File: src/rtl/mult_arb_pkg.sv
// Shared types and sizing helpers for the multiplier arbiter.
package mult_arb_pkg;

  localparam int DEF_WIDTH_A = 4;
  localparam int DEF_WIDTH_B = 6;
  localparam int PROD_W      = DEF_WIDTH_A + DEF_WIDTH_B;

  // Tag ids are carried at a fixed maximum width; the top keeps only the low id bits.
  localparam int TAG_ID_W = 8;

  typedef struct packed {
    logic                valid;
    logic [TAG_ID_W-1:0] id;
  } tag_t;

  function automatic int id_width(input int n);
    return (n <= 2) ? 1 : $clog2(n);
  endfunction

endpackage

File: src/rtl/Multiplier_piped.sv
// Unsigned pipelined multiplier: DELAY register stages, no stall, data registers not reset.
module Multiplier_piped #(
  parameter int WIDTH_A = 4,
  parameter int WIDTH_B = 6,
  parameter int DELAY   = 5
) (
  input  logic                       clk,
  input  logic [WIDTH_A-1:0]         a,
  input  logic [WIDTH_B-1:0]         b,
  output logic [WIDTH_A+WIDTH_B-1:0] p
);

  localparam int PW = WIDTH_A + WIDTH_B;

  logic [PW-1:0] stage_q [DELAY];

  always_ff @(posedge clk) begin
    stage_q[0] <= PW'(a) * PW'(b);
    for (int i = 1; i < DELAY; i++) begin
      stage_q[i] <= stage_q[i-1];
    end
  end

  assign p = stage_q[DELAY-1];

endmodule

File: src/rtl/mult_arb_rsp_fifo.sv
// First-word-fall-through response FIFO with occupancy count; push and pop may coincide in any state.
module mult_arb_rsp_fifo #(
  parameter int DEPTH = 8,
  parameter int WIDTH = 12
) (
  input  logic                       clk,
  input  logic                       rst,
  input  logic                       push,
  input  logic [WIDTH-1:0]           wdata,
  input  logic                       pop,
  output logic [WIDTH-1:0]           rdata,
  output logic                       full,
  output logic                       empty,
  output logic [$clog2(DEPTH+1)-1:0] count
);

  localparam int AW = (DEPTH > 1) ? $clog2(DEPTH) : 1;
  localparam int CW = $clog2(DEPTH + 1);

  logic [WIDTH-1:0] mem [DEPTH];
  logic [AW-1:0]    wr_ptr;
  logic [AW-1:0]    rd_ptr;
  logic             do_push;
  logic             do_pop;

  // A push into a full FIFO is only taken when the head leaves in the same cycle.
  assign do_pop  = pop & ~empty;
  assign do_push = push & (~full | pop);

  assign full  = (count == CW'(DEPTH));
  assign empty = (count == '0);
  assign rdata = mem[rd_ptr];

  always_ff @(posedge clk) begin
    if (do_push) begin
      mem[wr_ptr] <= wdata;
    end
  end

  always_ff @(posedge clk) begin
    if (rst) begin
      wr_ptr <= '0;
      rd_ptr <= '0;
      count  <= '0;
    end else begin
      if (do_push) begin
        wr_ptr <= (wr_ptr == AW'(DEPTH - 1)) ? '0 : wr_ptr + 1'b1;
      end
      if (do_pop) begin
        rd_ptr <= (rd_ptr == AW'(DEPTH - 1)) ? '0 : rd_ptr + 1'b1;
      end
      case ({do_push, do_pop})
        2'b10:   count <= count + 1'b1;
        2'b01:   count <= count - 1'b1;
        default: count <= count;
      endcase
    end
  end

endmodule

File: src/rtl/mult_arbiter.sv
// Round-robin sharing of one pipelined multiplier between N_REQ requesters, with a
// lockstep id tag pipe and credit-gated issue into a response FIFO.
module mult_arbiter
  import mult_arb_pkg::*;
#(
  parameter int N_REQ      = 4,
  parameter int WIDTH_A    = DEF_WIDTH_A,
  parameter int WIDTH_B    = DEF_WIDTH_B,
  parameter int DELAY      = 5,
  parameter int FIFO_DEPTH = 8
) (
  input  logic                         clk,
  input  logic                         rst,
  input  logic [N_REQ-1:0]             req_valid,
  output logic [N_REQ-1:0]             req_ready,
  input  logic [N_REQ*WIDTH_A-1:0]     req_a,
  input  logic [N_REQ*WIDTH_B-1:0]     req_b,
  output logic                         rsp_valid,
  input  logic                         rsp_ready,
  output logic [WIDTH_A+WIDTH_B-1:0]   rsp_data,
  output logic [id_width(N_REQ)-1:0]   rsp_id
);

  localparam int IDW = id_width(N_REQ);
  localparam int PW  = WIDTH_A + WIDTH_B;
  localparam int CW  = $clog2(FIFO_DEPTH + 1);

  // Handshakes: a transfer happens on a channel in a cycle where valid and ready are both
  // high at the rising edge. req_ready is a function of req_valid, so requesters must not
  // derive req_valid from req_ready. rsp_valid never depends on rsp_ready.

  logic [IDW-1:0]     rr_ptr;
  logic [CW-1:0]      outstanding;
  logic               grant_found;
  logic [IDW-1:0]     grant_id;
  logic [IDW-1:0]     idx;
  logic               credit_ok;
  logic               issue;
  logic               pop;
  logic [WIDTH_A-1:0] a_sel;
  logic [WIDTH_B-1:0] b_sel;
  logic [PW-1:0]      mult_p;
  tag_t               tag_q [DELAY];
  logic               fifo_full;
  logic               fifo_empty;
  logic [CW-1:0]      fifo_count;
  logic [IDW+PW-1:0]  fifo_rdata;

  always_comb begin
    grant_found = 1'b0;
    grant_id    = '0;
    idx         = '0;
    for (int k = 0; k < N_REQ; k++) begin
      idx = IDW'((int'(rr_ptr) + k) % N_REQ);
      if (!grant_found && req_valid[idx]) begin
        grant_found = 1'b1;
        grant_id    = idx;
      end
    end
  end

  assign credit_ok = (outstanding < CW'(FIFO_DEPTH));
  assign issue     = grant_found & credit_ok & ~rst;
  assign pop       = rsp_valid & rsp_ready;

  always_comb begin
    req_ready = '0;
    for (int i = 0; i < N_REQ; i++) begin
      req_ready[i] = issue && (grant_id == IDW'(i));
    end
  end

  assign a_sel = req_a[int'(grant_id)*WIDTH_A +: WIDTH_A];
  assign b_sel = req_b[int'(grant_id)*WIDTH_B +: WIDTH_B];

  Multiplier_piped #(
    .WIDTH_A (WIDTH_A),
    .WIDTH_B (WIDTH_B),
    .DELAY   (DELAY)
  ) u_mult (
    .clk (clk),
    .a   (a_sel),
    .b   (b_sel),
    .p   (mult_p)
  );

  always_ff @(posedge clk) begin
    if (rst) begin
      rr_ptr <= '0;
    end else if (issue) begin
      rr_ptr <= (grant_id == IDW'(N_REQ - 1)) ? '0 : grant_id + 1'b1;
    end
  end

  // Only the valid bits are reset; a cleared valid masks whatever id is left behind.
  always_ff @(posedge clk) begin
    if (rst) begin
      for (int i = 0; i < DELAY; i++) begin
        tag_q[i].valid <= 1'b0;
      end
    end else begin
      tag_q[0].valid <= issue;
      tag_q[0].id    <= TAG_ID_W'(grant_id);
      for (int i = 1; i < DELAY; i++) begin
        tag_q[i] <= tag_q[i-1];
      end
    end
  end

  always_ff @(posedge clk) begin
    if (rst) begin
      outstanding <= '0;
    end else begin
      case ({issue, pop})
        2'b10:   outstanding <= outstanding + 1'b1;
        2'b01:   outstanding <= outstanding - 1'b1;
        default: outstanding <= outstanding;
      endcase
    end
  end

  mult_arb_rsp_fifo #(
    .DEPTH (FIFO_DEPTH),
    .WIDTH (IDW + PW)
  ) u_fifo (
    .clk   (clk),
    .rst   (rst),
    .push  (tag_q[DELAY-1].valid),
    .wdata ({tag_q[DELAY-1].id[IDW-1:0], mult_p}),
    .pop   (pop),
    .rdata (fifo_rdata),
    .full  (fifo_full),
    .empty (fifo_empty),
    .count (fifo_count)
  );

  assign rsp_valid          = ~fifo_empty;
  assign {rsp_id, rsp_data} = fifo_rdata;

endmodule
File: config.mk
export PLATFORM = sky130hd
export DESIGN_NAME = mult_arbiter
export DESIGN_NICKNAME = d
export VERILOG_FILES = /design/src/rtl/mult_arb_pkg.sv /design/src/rtl/Multiplier_piped.sv /design/src/rtl/mult_arb_rsp_fifo.sv /design/src/rtl/mult_arbiter.sv
export SDC_FILE = /design/constraint.sdc
export NUM_CORES = 1
export LEC_CHECK = 0
export BUFFER_PORTS_ARGS = -buffer_cell sky130_fd_sc_hd__buf_2
export CAP_MARGIN = 10
export CORE_AREA = 2 2 161 84
export CTS_CLUSTER_SIZE = 12
export DETAILED_ROUTE_END_ITERATION = 8
export DIE_AREA = 0 0 163 86
export PLACE_DENSITY = 0.78
export SLEW_MARGIN = 30
export SYNTH_ARGS = -nofsm -noshare
export SYNTH_HDL_FRONTEND = slang
export SYNTH_SLANG_ARGS = --single-unit
File: constraint.sdc
create_clock -name clk -period 6.3 [get_ports clk]
set_input_delay 1.26 -clock clk [delete_from_list [all_inputs] [get_ports clk]]
set_output_delay 1.26 -clock clk [all_outputs]
set_load 0.1 [all_outputs]
==> results.yml, run 1 <==
logic_synthesis:
  synth-simple-area-share: 0.0746
  synthXorXnorAreaFrac: 0.0144
  syn_nets: 564
  synthMuxAreaShare: 0.0956
  synth_fa_ha_area_frac: 0.0757
  synth_edf_count: 106
  ys_seq_area_frac: 0.641
  synthArstFlopShare: 0
  synth_compound_area_frac: 0.0729
  syn_area_mm2: 0.00728
  ys_types: 43
  syn_inst: 479
  synth_top_family_by_area: "multiplexers"
  syn_avg_cell_area_um2: 15.2
  synth_seq_cells: 180
  synthFlopType: "edfxtp_1"
  ys.warnings.count: 0
worst_setup_path:
  endpoint: "u_mult.stage_q[0][9]"
  reg2reg_slack_ps: 1630
  r2r_start: "rr_ptr[1]"
  critical-path-top-delay-family: "adder cells"
  worstSetupPathType: "in2reg"
  critPathMaxStageDelay_ps: 640
  worst-path-buf-inv: 5
  startpoint: "req_valid[2]"
  start_kind: "input pin"
  path_cells: "buf_2 -> nor2b_1 -> and2b_1 -> nor3_2 -> buf_4 -> clkinv_1 -> a211oi_1 -> nor4_1 -> fa_1 -> inv_1 -> fa_1 -> inv_1 -> ha_1 -> nor2b_1 -> o31a_1 -> o41ai_1 -> xnor2_1"
  crit_path_top_delay_cell: "a211oi_1"
  reg2reg_depth: 16
  crit_path_end_kind: "flop"
  cp_max_fo: 14
  r2r_end: "u_mult.stage_q[0][9]"
  critPathRequiredTime_ps: 6640
  crit_arrival_ps: 5560
  path_depth: 17
run_status:
  status: "complete, no violations"
clocking:
  clk_root_buffer_cell: "clkbuf_16"
  clk_latency_ps: 420
  clk_path_buf_depth: 2
  post_cts_buffers: 0
  cts_made_buffers: 17
  cts_resized: 0
  cts_tree: "yes"
  path_clk_slew_ps: 60
  cts_sinks: 180
  h-tree-depth: 4
  cts_hold_buf: 0
finish:
  nNetsFinal: 640
  n_antenna_cell: 0
  area_growth_pct: 15.8
  nFillCells: 866
  drive_above_1_share: 0.273
global_routing:
  antenna_found_initial: 0
  grt_max_degree: 32
  overflow: 0
  first_global_vias: 4102
  grt_pass1_wl_um: 20500
  grt_usage: 0.196
power:
  p_switching_w: 0.000899
  p_per_area_mw_per_mm2: 391
  power.share.clock: 0.316
  p_leak_nw: 3.15
  switching_share: 0.273
  p_int_w: 0.00239
  vdd_drop_max_mv: 0.181
  p_comb_frac: 0.196
  seqPwrFrac: 0.488
floorplanning:
  rows: 29
  die_x_um: 163
  io_pins: 64
  die_h_um: 86
  fp.dieArea_mm2: 0.0140
  fp.coreArea_mm2: 0.0125
  start_util: 0.581
timing:
  finClkSkew_ps: 12.3
  timing.setup.tns_ps: 0
  fin_crit_ps: 5220
  max_slew_margin: 0.373
  finalMaxSlewViolations: 0
  max_freq_mhz: 192
  tightest_slew_ps: 934
  setup_viol: 0
  whs_ps: 323
  rsz0062_at_grt: "false"
  fin_crit_sh: 0.828
  finalHoldViolCount: 0
route:
  dr.pass1.iters: 4
  ant_nets: 0
  route.vias.total: 4060
  via_per_inst: 5.50
  wl_per_cell_um: 17.5
  drc: 0
  drtIter0Drc: 246
  wl_um: 12900
hold_path:
  hp-class: "reg2reg"
  hold_path_depth: 0
placement:
  place_hpwl_um: 8310
  gp_congestion: 0.814
  numPortBuffers: 63
job:
  drv_cap: 0
## placed cells by master, fill, tap and decap left out, types with 3 or more instances in the layout
cell type   netlist  layout
a211oi_1         14      14
a211oi_2          6       6
a21boi_0          5       5
a21boi_1         12      12
a21boi_2          3       3
a21o_1            3       3
a21oi_1          18      18
and2_1            4       4
buf_2             5      63
buf_4             1      12
bufinv_16         0       3
clkbuf_16         0      17
clkinv_1          1       3
clkinvlp_4        0       3
dfxtp_1          74      74
edfxtp_1        106     106
fa_1             10      10
ha_1             28      28
inv_1            21      21
mux2_2           12      12
mux4_2           24      24
nand2_1           8       8
nand2b_1          3       3
nor2_1           28      28
nor2b_1          15      15
nor3_1            8       8
nor4_1           21      20
or4_1             6       6
xnor2_1           7       7
xor2_1            5       5
## state kept, by name, indices dropped and copies added (netlist names), named ones only
register	count
u_mult.stage_q	50
outstanding	4
u_fifo.mem	96
u_fifo.count	4
u_fifo.wr_ptr	3
tag_q	15
rr_ptr	2
u_fifo.rd_ptr	3
## metal layers
| metal | track usage | wire length (um) | up-vias |
|---|---|---|---|
| li1 | - | - | 1961 |
| met1 | 0.251 | 5950 | 1962 |
| met2 | 0.328 | 6160 | 125 |
| met3 | 0.0561 | 702 | 12 |
| met4 | 0.0628 | 102 | 0 |
| met5 | 0 | 0 | - |
## cells in the mapped netlist (all sizes together), types with 12 or more instances
| cell | count | share of area |
|---|---|---|
| mux2 | 12 | 0.019 |
| ha | 28 | 0.048 |
| a211oi | 20 | 0.025 |
| mux4 | 24 | 0.074 |
| nor4 | 21 | 0.018 |
| a21oi | 18 | 0.012 |
| inv | 21 | 0.011 |
| dfxtp | 74 | 0.20 |
| edfxtp | 106 | 0.44 |
| nor2 | 28 | 0.014 |
| a21boi | 20 | 0.022 |
| nor2b | 15 | 0.013 |
## cell type report
| class | instances | area (um^2) | share of cell area |
|---|---|---|---|
| Tap cell | 170 | 213 | 0.0252 |
| Multi-Input combinational cell | 258 | 2460 | 0.292 |
| Inverter | 22 | 82.6 | 0.00980 |
| Sequential cell | 180 | 4660 | 0.554 |
| Clock buffer | 19 | 433 | 0.0514 |
| Clock inverter | 13 | 156 | 0.0186 |
| Timing Repair Buffer | 76 | 417 | 0.0495 |
## per-stage QoR
step,cell area (um^2),setup WS [ps],instances,util,power [W]
finish,8420,1080,738,0.673,0.00329
global route,8420,794,738,0.673,0.00346
floorplan,7280,1300,479,-,0.00211
detailed placement,7820,665,705,0.625,0.00227
CTS,8410,1100,737,0.672,0.00332
global placement,7810,784,705,0.624,0.00223
## worst min path at each step
stage	startpoint	to	slack [ps]
global placement	u_mult.stage_q[2][6]	u_mult.stage_q[3][6]	310
detailed placement	u_mult.stage_q[2][7]	u_mult.stage_q[3][7]	310
floorplan	u_mult.stage_q[0][0]	u_mult.stage_q[1][0]	310
CTS	u_mult.stage_q[1][5]	u_mult.stage_q[2][5]	320
finish	u_mult.stage_q[1][5]	u_mult.stage_q[2][5]	320
global route	u_mult.stage_q[2][7]	u_mult.stage_q[3][7]	330
## kinds of logic after synthesis
kind of cell,count (synthesis)
flops,180
compound gates,70
buf+inv,41
xor+xnor,12
simple gates,100
mux,38
fa+ha+maj,38
## power groups by stage
stage	logic, W	clock network, W	registers (W)
finish	0.000644	0.00104	0.00161
global route	0.000732	0.00110	0.00163
CTS	0.000650	0.00106	0.00161
detailed placement	0.000643	0	0.00163
global placement	0.000620	0	0.00161
floorplan	0.000525	0	0.00158
(Power assumes the default switching activity.)
==> run 2, diff against run 1 <==
CORE_AREA = 2 2 169 88   (was 2 2 161 84)
DIE_AREA = 0 0 171 90   (was 0 0 163 86)
PLACE_DENSITY = 0.74   (was 0.78)
clock period = 4.7 ns   (was 6.3 ns; I/O delays follow)
==> run 2 against run 1 <==
  * First-iteration DRC count rose by 14%
  * Routed wire length rose by 8.3%
  * Setup slack got worse by 890 ps
  * Sequential power rose by 34%
  * Non-clock buffer count rose by 43
  * Critical path type unchanged
  * Largest cell class unchanged
  * Largest power group unchanged
  * Highest routed layer unchanged
==> results.yml, run 2 (synthesis results as in run 1) <==
run_status:
  status: "complete, no violations"
route:
  wl_per_cell_um: 17.3
  ant_nets: 0
  wl_um: 14000
  dr.pass1.iters: 4
  via_per_inst: 5.27
  drc: 0
  route.vias.total: 4262
  drtIter0Drc: 280
worst_setup_path:
  r2r_end: "u_mult.stage_q[0][8]"
  r2r_start: "rr_ptr[1]"
  crit_path_end_kind: "flop"
  critPathRequiredTime_ps: 5060
  crit_arrival_ps: 4870
  start_kind: "input pin"
  reg2reg_depth: 15
  cp_max_fo: 20
  worstSetupPathType: "in2reg"
  reg2reg_slack_ps: 380
placement:
  dp.cells: 776
  place_area_mm2: 0.00818
  numPortBuffers: 63
  place_hpwl_um: 9420
  gp_congestion: 0.867
power:
  p_per_area_mw_per_mm2: 517
  p_leak_nw: 3.38
  vdd_drop_max_mv: 0.333
  power_w: 0.00454
floorplanning:
  start_util: 0.518
  rows: 31
  die_h_um: 90
  io_pins: 64
  fp.coreArea_mm2: 0.0140
  die_x_um: 171
  fp.dieArea_mm2: 0.0154
global_routing:
  grt_max_degree: 32
  busiest_layer: "met2"
  grtUsageMet1: 0.272
  grt_use_met2: 0.312
  overflow: 0
  first_global_vias: 4490
  met3_usage: 0.0542
  antenna_found_initial: 0
  grt_pass1_wl_um: 23000
  grt_usage: 0.199
finish:
  final_cell_count_no_fill: 809
  area_growth_pct: 20.7
  final_cell_mix: "106 x edfxtp_1, 73 x dfxtp_1, 63 x buf_2"
  stdcell_area_mm2: 0.00878
  nNetsFinal: 683
  final_util: 0.625
  reg.largest.list: "u_fifo.mem x96, u_mult.stage_q x50, tag_q x15"
  largest_reg_flops: 96
  final_common_cell: "edfxtp_1"
  n_antenna_cell: 0
  drive_above_1_share: 0.336
  largest-register: "u_fifo.mem"
hold_path:
  worstHoldStart: "u_mult.stage_q[3][1]"
  min_to: "u_mult.stage_q[4][1]"
  hold_path_depth: 0
  hp-class: "reg2reg"
timing:
  fin_crit_ps: 4510
  max_freq_mhz: 222
  whs_ps: 323
  setup_viol: 0
  rsz0062_at_grt: "false"
  finalMaxSlewViolations: 0
  max_slew_margin: 0.543
  tightest_slew_ps: 684
  finClkSkew_ps: 11.3
  finalHoldViolCount: 0
  fin_crit_sh: 0.959
clocking:
  cts_sinks: 180
  path_clk_slew_ps: 70
  cts_tree: "yes"
  cts_made_buffers: 17
  clk_latency_ps: 430
  clk_root_buffer_cell: "clkbuf_16"
  h-tree-depth: 4
  post_cts_buffers: 0
  clk_path_buf_depth: 2
job:
  drv_cap: 0
run 2: worst max-delay path, stage by stage:
cell	delay [ps]
buf_2	110
nor2b_1	130
a221o_1	350
buf_12	170
a21boi_1	130
a211oi_1	90
or4_1	600
fa_1	530
inv_1	60
fa_1	530
fa_1	460
a21o_1	180
a21oi_1	180
o21bai_1	80
a21oi_1	200
xnor2_1	130
run 2: area by class of cell:
class,instances,area [um^2]
Clock buffer,18,439
Clock inverter,14,136
Fill cell,1043,5260
Inverter,22,82.6
Multi-Input combinational cell,258,2450
Sequential cell,180,4670
Tap cell,198,248
Timing Repair Buffer,119,752
run 2: layer usage:
layer	vias to the layer above	share of wire
met2	156	0.47
met4	0	0.014
met5	-	0
met1	2023	0.44
li1	2060	-
met3	23	0.075
run 2: metrics by stage:
stage	setup slack, ps	setup TNS (ps)
3_3_place_gp	-176	-352
3_5_place_dp	-266	-680
2_1_floorplan	19.4	0
6_report	194	0
4_1_cts	179	0
5_1_grt	0.917	0
run 2: how the worst max path moves through the flow:
stage | start | to
global placement | req_valid[2] | u_mult.stage_q[0][9]
CTS | req_valid[2] | u_mult.stage_q[0][8]
floorplan | req_valid[2] | u_mult.stage_q[0][8]
detailed placement | req_valid[2] | u_mult.stage_q[0][8]
finish | req_valid[2] | u_mult.stage_q[0][8]
global route | req_valid[2] | u_mult.stage_q[0][8]
run 2: timing repair:
| item | CTS | global route |
|---|---|---|
| resized for setup | 0 | 2 |
| endpoints found under the setup margin | 0 | 2 |
| hold buffers | 0 | 0 |
| endpoints found under the hold margin | 0 | 0 |
run 2: power breakdown:
part | internal (W) | leakage, nW | switching (W)
Combinational | 0.000504 | 1.51 | 0.000542
Clock | 0.000716 | 0.284 | 0.000626
Sequential | 0.00201 | 1.58 | 0.000143
==> run 3, diff against run 2 <==
PLACE_DENSITY = unset   (was 0.74)
PLACE_DENSITY_LB_ADDON = 0.15   (was unset)
TNS_END_PERCENT = 10   (was unset)
==> run 3 against run 2 <==
  * Clock skew is 2.6 ps higher
  * Sequential share of layout area is 1.4 points lower
  * Sequential power hardly changed
  * Routed wire length is 2.6% higher
==> results.yml, run 3 (synthesis results as in run 1) <==
run_status:
  status: "complete, no violations"
floorplanning:
  fp.dieArea_mm2: 0.0154
  io_pins: 64
  fp.coreArea_mm2: 0.0140
  rows: 31
  start_util: 0.518
  die_h_um: 90
  die_x_um: 171
clocking:
  cts_tree: "yes"
  h-tree-depth: 4
  cts_sinks: 180
  clk_root_buffer_cell: "clkbuf_16"
  clk_latency_ps: 410
  clk_path_buf_depth: 2
  path_clk_slew_ps: 60
  cts_hold_buf: 0
  cts_made_buffers: 17
route:
  dr.pass1.iters: 4
  ant_nets: 0
  route.vias.total: 4390
  wl_um: 14300
  drtIter0Drc: 366
  via_per_inst: 5.37
  drc: 0
  wl_per_cell_um: 17.5
worst_setup_path:
  start_kind: "input pin"
  crit_path_end_kind: "flop"
  worstSetupPathType: "in2reg"
  critPathMaxStageDelay_ps: 580
  crit_arrival_ps: 4900
  crit_path_top_delay_cell: "fa_2"
  path_cells: "buf_2 -> nor2b_4 -> a221o_2 -> clkbuf_16 -> a21boi_2 -> a211oi_2 -> or4_4 -> fa_1 -> inv_2 -> fa_2 -> ha_4 -> a21oi_2 -> nor2b_2 -> o31a_1 -> o41ai_2 -> xnor2_1"
  cp_max_fo: 5
  critPathRequiredTime_ps: 4990
finish:
  multi_input_area_mm2: 0.00261
  final_cell_mix: "106 x edfxtp_1, 74 x dfxtp_1, 64 x buf_2"
  largest_reg_flops: 96
  regArea_mm2: 0.00466
  reg.largest.list: "u_fifo.mem x96, u_mult.stage_q x50, tag_q x15"
  n_antenna_cell: 0
  area_growth_pct: 23.8
  nFillCells: 1027
  largest-register: "u_fifo.mem"
  final_util: 0.641
  drive_above_1_share: 0.389
  final_common_cell: "edfxtp_1"
  nNetsFinal: 692
global_routing:
  grt_max_degree: 32
  grt_pass1_wl_um: 22700
  antenna_found_initial: 0
  grt_usage: 0.195
  overflow: 0
  first_global_vias: 4356
timing:
  max_slew_margin: 0.562
  fin_crit_sh: 0.981
  fin_crit_ps: 4610
  finalMaxSlewViolations: 0
  finClkSkew_ps: 13.9
  whs_ps: 327
  finalHoldViolCount: 0
  setup_viol: 0
  timing.setup.tns_ps: 0
  tightest_slew_ps: 652
  max_freq_mhz: 217
placement:
  gp_congestion: 0.891
  place_hpwl_um: 9430
  numPortBuffers: 63
power:
  p_per_area_mw_per_mm2: 523
  vdd_drop_max_mv: 0.375
  p_leak_nw: 3.46
job:
  drv_cap: 0
hold_path:
  hp-class: "reg2reg"
[run 3: worst paths after layout]
check,cells after the start,endpoint,start,slack (ps)
setup / recovery,16,u_mult.stage_q[0][9],req_valid[2],90
hold / removal,0,u_mult.stage_q[1][8],u_mult.stage_q[0][8],330
setup reg to reg,15,u_mult.stage_q[0][9],rr_ptr[1],330
hold reg to reg,0,u_mult.stage_q[1][8],u_mult.stage_q[0][8],330
[run 3: per-stage QoR]
| stage | power, W | worst slack (ps) | cells | instance area [um^2] |
|---|---|---|---|---|
| finish | 0.00471 | 89.2 | 818 | 9010 |
| global route | 0.00499 | -24.1 | 818 | 9010 |
| CTS | 0.00456 | 64.2 | 806 | 8730 |
| detailed placement | 0.00325 | -359 | 774 | 8170 |
| global placement | 0.00322 | -182 | 773 | 8160 |
| floorplan | 0.00282 | 19.4 | 479 | 7280 |
[run 3: metal layers]
layer / global-route usage / wire [um] / up-vias
li1: - / - / 2066
met1: 0.287 / 6720 / 2170
met2: 0.289 / 6590 / 141
met3: 0.0471 / 921 / 13
met4: 0.0558 / 122 / 0
met5: 0 / 0 / -
[run 3: repair_timing]
| item | in CTS | in global routing |
|---|---|---|
| buffers inserted | 0 | 8 |
| resized for setup | 0 | 36 |
| endpoints found under the setup margin | 0 | 2 |
| endpoints found under the hold margin | 0 | 0 |
[run 3: worst max-delay path, delay by kind of cell]
family          cells  cell delay, ps
xor+xnor            1             120
buf+inv             3             350
compound gates      6            1420
simple gates        3             720
fa+ha+maj           3            1350
[run 3: area by class of cell]
cell class | count | area share
repair buffers | 127 | 0.0942
well taps | 198 | 0.0275
multi-input cells | 259 | 0.289
clock buffers | 20 | 0.0520
clock inverters | 12 | 0.00986
inverters | 22 | 0.00917
flip-flops and latches | 180 | 0.518
[run 3: power breakdown]
| part | internal, W | switching (W) | total, W |
|---|---|---|---|
| combinational | 0.000611 | 0.000631 | 0.00124 |
| clock | 0.000732 | 0.000583 | 0.00131 |
| sequential | 0.00201 | 0.000140 | 0.00215 |
